--- src/rtl/lsu_pkg.sv ---
// Shared types and helpers for the byte-addressed DRAM load/store bridge.
package lsu_pkg;

    typedef enum logic [1:0] {
        BYTE = 2'b00,
        HALF = 2'b01,
        WORD = 2'b10
    } mem_size_e;

    typedef enum logic [1:0] {
        IDLE,
        ACCESS,
        WRITE,
        RESP
    } lsu_state_e;

    // Encoding 2'b11 has no narrower meaning, so it behaves as a full word.
    function automatic mem_size_e decode_size(input logic [1:0] raw);
        case (raw)
            2'b00:   return BYTE;
            2'b01:   return HALF;
            default: return WORD;
        endcase
    endfunction

    function automatic logic is_misaligned(input mem_size_e size, input logic [1:0] offset);
        case (size)
            BYTE:    return 1'b0;
            HALF:    return offset[0];
            default: return offset != 2'b00;
        endcase
    endfunction

endpackage

--- src/rtl/dram_lsu_bridge_if.sv ---
// Request/response channel between the CPU memory stage and the DRAM bridge.
interface dram_lsu_bridge_if;
    logic        req_valid;
    logic        req_ready;
    logic        req_we;
    logic [1:0]  req_size;
    logic        req_unsigned;
    logic [31:0] req_addr;
    logic [31:0] req_wdata;
    logic        resp_valid;
    logic        resp_ready;
    logic [31:0] resp_rdata;
    logic        resp_err;

    modport master (
        output req_valid, req_we, req_size, req_unsigned, req_addr, req_wdata, resp_ready,
        input  req_ready, resp_valid, resp_rdata, resp_err
    );

    modport slave (
        input  req_valid, req_we, req_size, req_unsigned, req_addr, req_wdata, resp_ready,
        output req_ready, resp_valid, resp_rdata, resp_err
    );
endinterface

--- src/rtl/mem_lane_align.sv ---
// Lane steering between a 32-bit DRAM word and byte/half/word accesses:
// extract-and-extend for loads, lane merge for sub-word stores.
module mem_lane_align
    import lsu_pkg::*;
(
    input  logic [31:0] word,
    input  logic [1:0]  offset,
    input  mem_size_e   size,
    input  logic        is_unsigned,
    input  logic [31:0] wdata,
    output logic [31:0] load_data,
    output logic [31:0] merged
);

    logic [7:0]  byte_lane;
    logic [15:0] half_lane;

    assign byte_lane = word[{offset, 3'b000} +: 8];
    assign half_lane = word[{offset[1], 4'b0000} +: 16];

    always_comb begin
        // NOTE: every output gets a default before the case so no path can infer a latch.
        load_data = word;
        merged    = wdata;
        case (size)
            BYTE: begin
                load_data = {{24{~is_unsigned & byte_lane[7]}}, byte_lane};
                merged    = word;
                merged[{offset, 3'b000} +: 8] = wdata[7:0];
            end
            HALF: begin
                load_data = {{16{~is_unsigned & half_lane[15]}}, half_lane};
                merged    = word;
                merged[{offset[1], 4'b0000} +: 16] = wdata[15:0];
            end
            default: ;
        endcase
    end

endmodule

--- src/rtl/dram_lsu_bridge.sv ---
// Byte-addressed load/store front end for the word-organised data DRAM.
// Sub-word stores are a read (ACCESS) followed by a write (WRITE) of the merged word.
module dram_lsu_bridge
    import lsu_pkg::*;
#(
    parameter int DRAM_AW = 16
) (
    input  logic               clk,
    input  logic               rst_n,
    dram_lsu_bridge_if.slave   bus,
    output logic [DRAM_AW-1:0] dram_a,
    output logic               dram_we,
    output logic [31:0]        dram_din,
    input  logic [31:0]        dram_spo
);

    lsu_state_e         state;
    logic [DRAM_AW+1:0] addr_q;
    mem_size_e          size_q;
    logic               unsigned_q;
    logic               we_q;
    logic [31:0]        wdata_q;
    logic [31:0]        merge_q;
    logic               resp_valid_q;
    logic [31:0]        resp_rdata_q;
    logic               resp_err_q;
    logic [31:0]        load_data;
    logic [31:0]        merged;
    mem_size_e          req_size;

    // Upper address bits alias the DRAM and are deliberately dropped.
    logic unused_addr_hi;
    assign unused_addr_hi = ^bus.req_addr[31:DRAM_AW+2];

    assign req_size = decode_size(bus.req_size);

    mem_lane_align u_align (
        .word        (dram_spo),
        .offset      (addr_q[1:0]),
        .size        (size_q),
        .is_unsigned (unsigned_q),
        .wdata       (wdata_q),
        .load_data   (load_data),
        .merged      (merged)
    );

    // Write strobes decode straight from state so an async reset kills them at once.
    assign dram_we  = (state == WRITE) || (state == ACCESS && we_q && size_q == WORD);
    assign dram_din = (state == WRITE) ? merge_q : (dram_we ? wdata_q : 32'h0);
    assign dram_a   = (state == ACCESS || state == WRITE) ? addr_q[DRAM_AW+1:2] : '0;

    assign bus.req_ready  = (state == IDLE);
    assign bus.resp_valid = resp_valid_q;
    assign bus.resp_rdata = resp_rdata_q;
    assign bus.resp_err   = resp_err_q;

    // NOTE: sequential state uses non-blocking assignments so every register
    // samples pre-edge values regardless of statement order.
    always_ff @(posedge clk or negedge rst_n) begin
        if (!rst_n) begin
            // NOTE: datapath holding registers are reset too, keeping outputs defined from reset.
            state        <= IDLE;
            addr_q       <= '0;
            size_q       <= BYTE;
            unsigned_q   <= 1'b0;
            we_q         <= 1'b0;
            wdata_q      <= 32'h0;
            merge_q      <= 32'h0;
            resp_valid_q <= 1'b0;
            resp_rdata_q <= 32'h0;
            resp_err_q   <= 1'b0;
        end else begin
            unique case (state)
                IDLE: begin
                    if (bus.req_valid) begin
                        addr_q       <= bus.req_addr[DRAM_AW+1:0];
                        size_q       <= req_size;
                        unsigned_q   <= bus.req_unsigned;
                        we_q         <= bus.req_we;
                        wdata_q      <= bus.req_wdata;
                        resp_rdata_q <= 32'h0;
                        if (is_misaligned(req_size, bus.req_addr[1:0])) begin
                            resp_err_q   <= 1'b1;
                            resp_valid_q <= 1'b1;
                            state        <= RESP;
                        end else begin
                            resp_err_q <= 1'b0;
                            state      <= ACCESS;
                        end
                    end
                end
                ACCESS: begin
                    if (!we_q) begin
                        resp_rdata_q <= load_data;
                        resp_valid_q <= 1'b1;
                        state        <= RESP;
                    end else if (size_q == WORD) begin
                        resp_valid_q <= 1'b1;
                        state        <= RESP;
                    end else begin
                        merge_q <= merged;
                        state   <= WRITE;
                    end
                end
                WRITE: begin
                    resp_valid_q <= 1'b1;
                    state        <= RESP;
                end
                RESP: begin
                    if (bus.resp_ready) begin
                        resp_valid_q <= 1'b0;
                        state        <= IDLE;
                    end
                end
                default: state <= IDLE;
            endcase
        end
    end

endmodule

--- src/flat_wrapper.sv ---
// flat-port wrapper written by rule: the top's interface ports become plain ports
module dram_lsu_bridge_flat import lsu_pkg::*;
#(
    parameter int DRAM_AW = 16
)
  (clk, rst_n, dram_a, dram_we, dram_din, dram_spo, bus_req_valid, bus_req_we, bus_req_size, bus_req_unsigned, bus_req_addr, bus_req_wdata, bus_resp_ready, bus_req_ready, bus_resp_valid, bus_resp_rdata, bus_resp_err);
  dram_lsu_bridge_if bus_i ();
  input  logic clk;
  input  logic rst_n;
  output logic [DRAM_AW-1:0] dram_a;
  output logic dram_we;
  output logic [31:0] dram_din;
  input  logic [31:0] dram_spo;
  input wire logic [$bits(bus_i.req_valid)-1:0] bus_req_valid;
  input wire logic [$bits(bus_i.req_we)-1:0] bus_req_we;
  input wire logic [$bits(bus_i.req_size)-1:0] bus_req_size;
  input wire logic [$bits(bus_i.req_unsigned)-1:0] bus_req_unsigned;
  input wire logic [$bits(bus_i.req_addr)-1:0] bus_req_addr;
  input wire logic [$bits(bus_i.req_wdata)-1:0] bus_req_wdata;
  input wire logic [$bits(bus_i.resp_ready)-1:0] bus_resp_ready;
  output wire logic [$bits(bus_i.req_ready)-1:0] bus_req_ready;
  output wire logic [$bits(bus_i.resp_valid)-1:0] bus_resp_valid;
  output wire logic [$bits(bus_i.resp_rdata)-1:0] bus_resp_rdata;
  output wire logic [$bits(bus_i.resp_err)-1:0] bus_resp_err;
  assign bus_i.req_valid = bus_req_valid;
  assign bus_i.req_we = bus_req_we;
  assign bus_i.req_size = bus_req_size;
  assign bus_i.req_unsigned = bus_req_unsigned;
  assign bus_i.req_addr = bus_req_addr;
  assign bus_i.req_wdata = bus_req_wdata;
  assign bus_i.resp_ready = bus_resp_ready;
  assign bus_req_ready = bus_i.req_ready;
  assign bus_resp_valid = bus_i.resp_valid;
  assign bus_resp_rdata = bus_i.resp_rdata;
  assign bus_resp_err = bus_i.resp_err;
  dram_lsu_bridge #(.DRAM_AW(DRAM_AW)) u_core (.clk(clk), .rst_n(rst_n), .bus(bus_i), .dram_a(dram_a), .dram_we(dram_we), .dram_din(dram_din), .dram_spo(dram_spo));
endmodule
--- config.mk ---
export PLATFORM = sky130hd
export DESIGN_NAME = dram_lsu_bridge_flat
export DESIGN_NICKNAME = d
export VERILOG_FILES = /design/src/rtl/lsu_pkg.sv /design/src/rtl/dram_lsu_bridge_if.sv /design/src/rtl/mem_lane_align.sv /design/src/rtl/dram_lsu_bridge.sv /design/src/flat_wrapper.sv
export SDC_FILE = /design/constraint.sdc
export NUM_CORES = 1
export LEC_CHECK = 0
export ABC_AREA = 1
export CAP_MARGIN = 20
export CORE_UTILIZATION = 45
export DETAILED_ROUTE_END_ITERATION = 16
export GPL_ROUTABILITY_DRIVEN = 0
export PLACE_DENSITY = 0.74
export REMOVE_ABC_BUFFERS = 1
export SLEW_MARGIN = 5
export SYNTH_ARGS = -nofsm -noshare
export SYNTH_HDL_FRONTEND = slang
export SYNTH_SLANG_ARGS = --single-unit
--- constraint.sdc ---
create_clock -name clk -period 2.2 [get_ports clk]
set_input_delay 0.44 -clock clk [delete_from_list [all_inputs] [get_ports clk]]
set_output_delay 0.44 -clock clk [all_outputs]
set_load 0.01 [all_outputs]
* Word level (Yosys, flattened, before mapping)
Cells that the tools add are included.
** Storage, ports and cells
- Register bits after elaboration :: 122
- Output and inout bits :: 84
- Logic and storage cells :: 76
** Cells by class
- $add $sub $neg :: 2
- Eq/ne operators :: 12
- Shift-type cells :: 6
- Muxes and demuxes :: 27
- Bitwise operators :: 4
- Reductions and logical operators :: 15
** Operator list (count)
- 32-bit one-hot mux with 2 select lines :: 3
- 32-bit two-way mux :: 4
- 32-bit bitwise mux :: 2
- 16-bit by 7-bit variable shift with 32-bit output (first input constant) :: 1
- 8-bit by 7-bit variable shift with 32-bit output (first input constant) :: 1
- 16-bit by 7-bit variable part select with 32-bit output :: 1
- 32-bit by 6-bit variable part select with 16-bit output :: 1
- 32-bit by 6-bit variable part select with 8-bit output :: 1
- 8-bit by 7-bit variable part select with 32-bit output :: 1
- 16-bit two-way mux :: 1
- 5-bit negator with 7-bit output :: 2
- 1-bit two-way mux :: 9
- 2-bit by 1-bit == test with 1-bit output (second input constant) :: 4
- 2-bit zero test :: 4
- 2-bit two-way mux :: 4
- 2-bit one-hot mux with 4 select lines :: 1
- 2-bit == test (second input constant) :: 3
- 2-bit != test (second input constant) :: 3
- 3-bit AND reduction :: 2
- 1-bit one-hot mux with 4 select lines :: 1
- 2-bit one-hot mux with 2 select lines :: 1
- 2-bit AND reduction :: 2
- 4-bit AND reduction :: 1
- 2-bit nonzero test :: 2
- other kinds (7) :: 11

* Depth between registers and ports, before layout
- Depth after elaboration :: 9
- Mapped depth :: 13
- Mapped depth without buffers :: 9

* Cells and area by module
From an unflattened synthesis, not the netlist that was laid out.
** Unflattened totals
- Cells, all modules :: 1130
- Area, all modules :: 7532.2 sq um
** By module, submodules not included
- dram_lsu_bridge :: times used 1, cells each 689, area an instance 5464.0 sq um, seq. area each 3052.9 sq um
- mem_lane_align :: times used 1, cells each 441, area an instance 2068.2 sq um, seq. area each 0.0 sq um

* Least setup slack after synthesis
OpenSTA, ideal clock, no wires.
- Path type :: reg-to-reg
- Start point :: reg u_core.addr_q[1]
- End point :: reg u_core.merge_q[30]
- Setup time :: 84 ps
- Arrival time :: 1915 ps
- Data required time :: 2116 ps
- Slack :: 201 ps
- Stages on the path, launching flop included :: 14
- Buffers on the path :: 4
- Cell sequence :: dfrtp_1 buf_2 inv_2 buf_2 buf_2 ha_1 inv_1 clkbuf_1 nand2_1 nor2_1 nand2_1 nand2_1 nand2_1 a21boi_0
** Between the ends
- Word-level cells in the longest chain between the ends :: 4
** RTL lines
- start, declared :: RTL line dram_lsu_bridge.sv:18 : logic [DRAM_AW+1:0] addr_q;
- start signal, assigned :: RTL line dram_lsu_bridge.sv:76 : addr_q <= bus.req_addr[DRAM_AW+1:0];
- 5-bit negator with 7-bit output (on tied branches) :: RTL line mem_lane_align.sv:34, mem_lane_align.sv:29
- 16-bit by 7-bit variable part select with 32-bit output, or another cell as far along :: RTL line mem_lane_align.sv:34 : merged[{offset[1], 4'b0000} +: 16] = wdata[15:0];
- 32-bit bitwise mux (on tied branches) :: RTL line mem_lane_align.sv:34, mem_lane_align.sv:29
- 32-bit one-hot mux with 2 select lines * :: RTL line mem_lane_align.sv:25 : case (size)
- end signal, assigned :: RTL line dram_lsu_bridge.sv:101 : merge_q <= merged;
- end, declared :: RTL line dram_lsu_bridge.sv:23 : logic [31:0] merge_q;
Every way passes the cells marked *; elsewhere a longest branch is shown, timed or not.
A chain may end at the register's enable or synchronous reset.

* Worst setup path after layout
- Start point :: reg u_core.state[1]
- End point :: out dram_din[1]
** Between the ends
- Word-level cells in the longest chain between the ends :: 6
** RTL lines
- start, declared :: RTL line dram_lsu_bridge.sv:17 : lsu_state_e state;
- start signal, assigned :: RTL line dram_lsu_bridge.sv:62 : state <= IDLE;
- start signal, assigned :: RTL line dram_lsu_bridge.sv:85 : state <= RESP;
- start signal, assigned :: RTL line dram_lsu_bridge.sv:88 : state <= ACCESS;
- 2-bit by 1-bit == test with 1-bit output :: RTL line dram_lsu_bridge.sv:48 : assign dram_we = (state == WRITE) || (state == ACCESS && we_q && size_q == WORD);
- 1-bit logical AND (2 in series) :: RTL line dram_lsu_bridge.sv:48
- 1-bit logical OR :: RTL line dram_lsu_bridge.sv:48
- 32-bit two-way mux :: RTL line dram_lsu_bridge.sv:49 : assign dram_din = (state == WRITE) ? merge_q : (dram_we ? wdata_q : 32'h0);
- 32-bit two-way mux * :: RTL line dram_lsu_bridge.sv:49
- end, declared :: RTL line flat_wrapper.sv:12 : output logic [31:0] dram_din;
Marked as above.

==> out/metrics.yaml <==
netlist_top_cells_area: "dfrtp_1 41%, nand2_1 24%, o21ai_0 6.5%, a21oi_1 6.1%, inv_1 5.9%"
path_clk_slew_ns: 0.06
dpl.hpwl_um: 17100
postCtsHoldBufs: 0
layout_min_cycle_time_ns: 2.38
yosys.area.top_type: "dfrtp_1"
nets: 1451
grt_start_max_net_pins: 45
grt_pass1_wl_um: 41400
wl_per_cell_um: 17.1
vias_per_cell: 5.40
slowest_delay_ns: 0.39
synthCells: 1153
die_area_um2: 17200
overflow: 0
power_mw: 16.5
syn_avg_cell_area_um2: 6.52
hp-class: "primary input to async pin"
critPathTopFamily: "buffers and inverters"
synthAdderAreaFrac_pct: 1.50
skew_ns: 0.00817
synth_top_area_share_pct: 40.6
core.rowCount: 46
cp_max_fo: 4
failed_checks: "setup timing"
critPathLaunchType: "flip-flop"
synth_mux_area_share_pct: 0
worst_pin_slew_ns: 0.742
ir_worst_vdd_mv: 0.835
tns_ns: -3.45
finalWorstSetupSlack_ns: -0.182
cp_slowest_cell: "dfrtp_1"
final_antenna_net_count: 0
cpMostUsedCell: "buf_6"
synth-xor-area-share_pct: 0
r2r_slack_ns: 0.09
fin_crit_sh_pct: 108
cts_buffers: 17
start_util_pct: 46.6
dp_cells: 1518
hold_viol: 0
p_int_mw: 8.99
grt_use_total_pct: 30.5
critPathLaunch: "u_core.state[1]"
cts.sinks: 122
fp.dieH_um: 131
synth-seq-cells: 122
status: "finished with violations"
crit_arrival_ns: 1.94
ys_seq_area_share_pct: 40.6
antenna_cells: 0
drc_errors: 0
powerDensity_nw_per_um2: 1560
yosysMostFrequentCell: "nand2_1"
cp_cell_sequence: "inv_2 -> ha_4 -> nand2_4 -> o21ai_4 -> buf_6 -> buf_6 -> buf_6 -> nand3_2 -> o21ai_2 -> buf_2"
switching_share_pct: 45.4
synth_edf_count: 0
synth-compound-area-share_pct: 15.7
maxCapViolations: 0
place_ws_ns: -0.164
portBuffers: 173
first_pass_iters: 9
crit_type: "flip-flop to output port"
cts_root_buf: "clkbuf_16"
timing.hold.ws_ns: 0.0159
synth-main-ff-cell: "dfrtp_1"
ys_types: 26
io_pins: 188
cp_num_buf_inv: 5
synthesis.area_um2: 7510
drt_iter0_drc: 901
final_max_slew_viol_count: 0
tritoncts: "built"
grt_pass1_vias: 7947
drive_gt1_share_pct: 14.0
coreArea_um2: 16100
switchingPower_mw: 7.47
power.leakage_nw: 5.44
pwr-share-comb_pct: 58.7
wirelength_um: 26700
slew_headroom_pct: 50.3
fin_cells: 1566
yosys_warnings: 0
num_vias: 8458
r2r-start: "u_core.size_q[1]"
setup_viol: 32
synthSimpleGateAreaFrac_pct: 31.9
seqPwrFrac_pct: 24.3
synth_common_cells: "472 x nand2_1, 122 x dfrtp_1, 118 x inv_1"
synth_top_family_by_area: "simple AND/OR/NAND/NOR gates"
antenna_found_initial: 0
rsz0062_at_grt: "yes"
async_reset_ff_share_pct: 100
die_w_um: 131
clkPwrFrac_pct: 17.0
fmax_mhz: 420
cp.required_ns: 1.76
clk_path_buf_depth: 2
htreeDepth: 4
clk_latency_ns: 0.44
endpoint_kind: "output port"
area_growth_pct: 40.0
-- registers in the layout, summed over array words and instances (netlist names) --
register	count
u_core.size_q	2
u_core.we_q	1
u_core.bus.resp_rdata	32
u_core.addr_q	18
u_core.unsigned_q	1
u_core.merge_q	32
u_core.bus.resp_err	1
u_core.bus.resp_valid	1
u_core.state	2
u_core.wdata_q	32
-- layout by cell type, fill, tap and decap left out, drive strengths merged --
| cell type | netlist | layout |
|---|---|---|
| o21a | 3 | 3 |
| clkinv | 0 | 5 |
| clkdlybuf4s50 | 0 | 122 |
| a21boi | 16 | 16 |
| o211ai | 9 | 9 |
| buf | 31 | 108 |
| clkinvlp | 0 | 1 |
| bufinv | 0 | 2 |
| nor2 | 69 | 69 |
| nand3 | 59 | 59 |
| nand4 | 4 | 4 |
| o21ai | 101 | 101 |
| clkbuf | 38 | 27 |
| a21oi | 91 | 91 |
| dfrtp | 122 | 122 |
| nand2 | 477 | 477 |
| inv | 123 | 123 |
| o22ai | 1 | 1 |
| dlygate4sd2 | 0 | 1 |
| ha | 9 | 9 |
-- cell families after synthesis --
family / count (synthesis)
AND/OR/NAND/NOR: 609
buffers and inverters: 192
adder cells (fa/ha/maj): 9
AO/OA/AOI/OAI: 221
flip-flops: 122
-- worst register-to-register path: stages (launching register included) --
cell	delay, ns
dfrtp_1	0.42
buf_4	0.26
nor2_1	0.62
nand2_1	0.23
nor2_1	0.26
a21oi_1	0.07
nand3_1	0.09
nand2_1	0.06
-- layer usage --
layer | vias up | GRT usage [%] | routed length [um]
li1 | 3979 | - | -
met1 | 3904 | 41.2 | 11000
met2 | 489 | 46.9 | 12100
met3 | 86 | 6.52 | 2670
met4 | 0 | 13.7 | 987
met5 | - | 0 | 0
-- path summary, 6_finish.rpt --
path	end	depth (start not counted)
worst min register to register	u_core.bus.resp_rdata[25]	2
worst min-delay path	u_core.wdata_q[13]	1
min in group clk	u_core.bus.resp_rdata[25]	2
worst max register to register	u_core.bus.resp_rdata[4]	7
worst max-delay path	dram_din[1]	10
max in group asynchronous	u_core.addr_q[15]	2
-- metrics by stage --
stage | util [%] | instance area [um^2]
after floorplan | - | 7210
after global placement | 59.9 | 9660
after detailed placement | 59.9 | 9660
after CTS | 64.0 | 10300
after global routing | 65.3 | 10500
final | 65.3 | 10500
-- power groups by stage --
| stage | registers, mW | logic [mW] | clock network, mW |
|---|---|---|---|
| 5_1_grt | 4.12 | 10.5 | 2.92 |
| 3_3_place_gp | 3.92 | 8.46 | 0 |
| 4_1_cts | 3.94 | 9.02 | 2.81 |
| 2_1_floorplan | 4.08 | 4.34 | 0 |
| 3_5_place_dp | 3.94 | 8.61 | 0 |
| 6_report | 4.00 | 9.67 | 2.79 |
-- cell type report --
type	count	area, um^2
inverter	123	467
sequential	122	3050
fill	1446	5590
tap	216	270
clock buffer	23	488
multi-input combinational	839	3880
clock inverter	8	92.6
timing repair buffer	235	2270
-- what timing repair did --
item | CTS | global route
pin swaps | 4 | 4
endpoints found under the setup margin | 50 | 42
buffers inserted | 8 | 3
gates cloned | 5 | 5
gates resized for setup | 258 | 40
No activity file was read; power rests on OpenSTA's default activity.
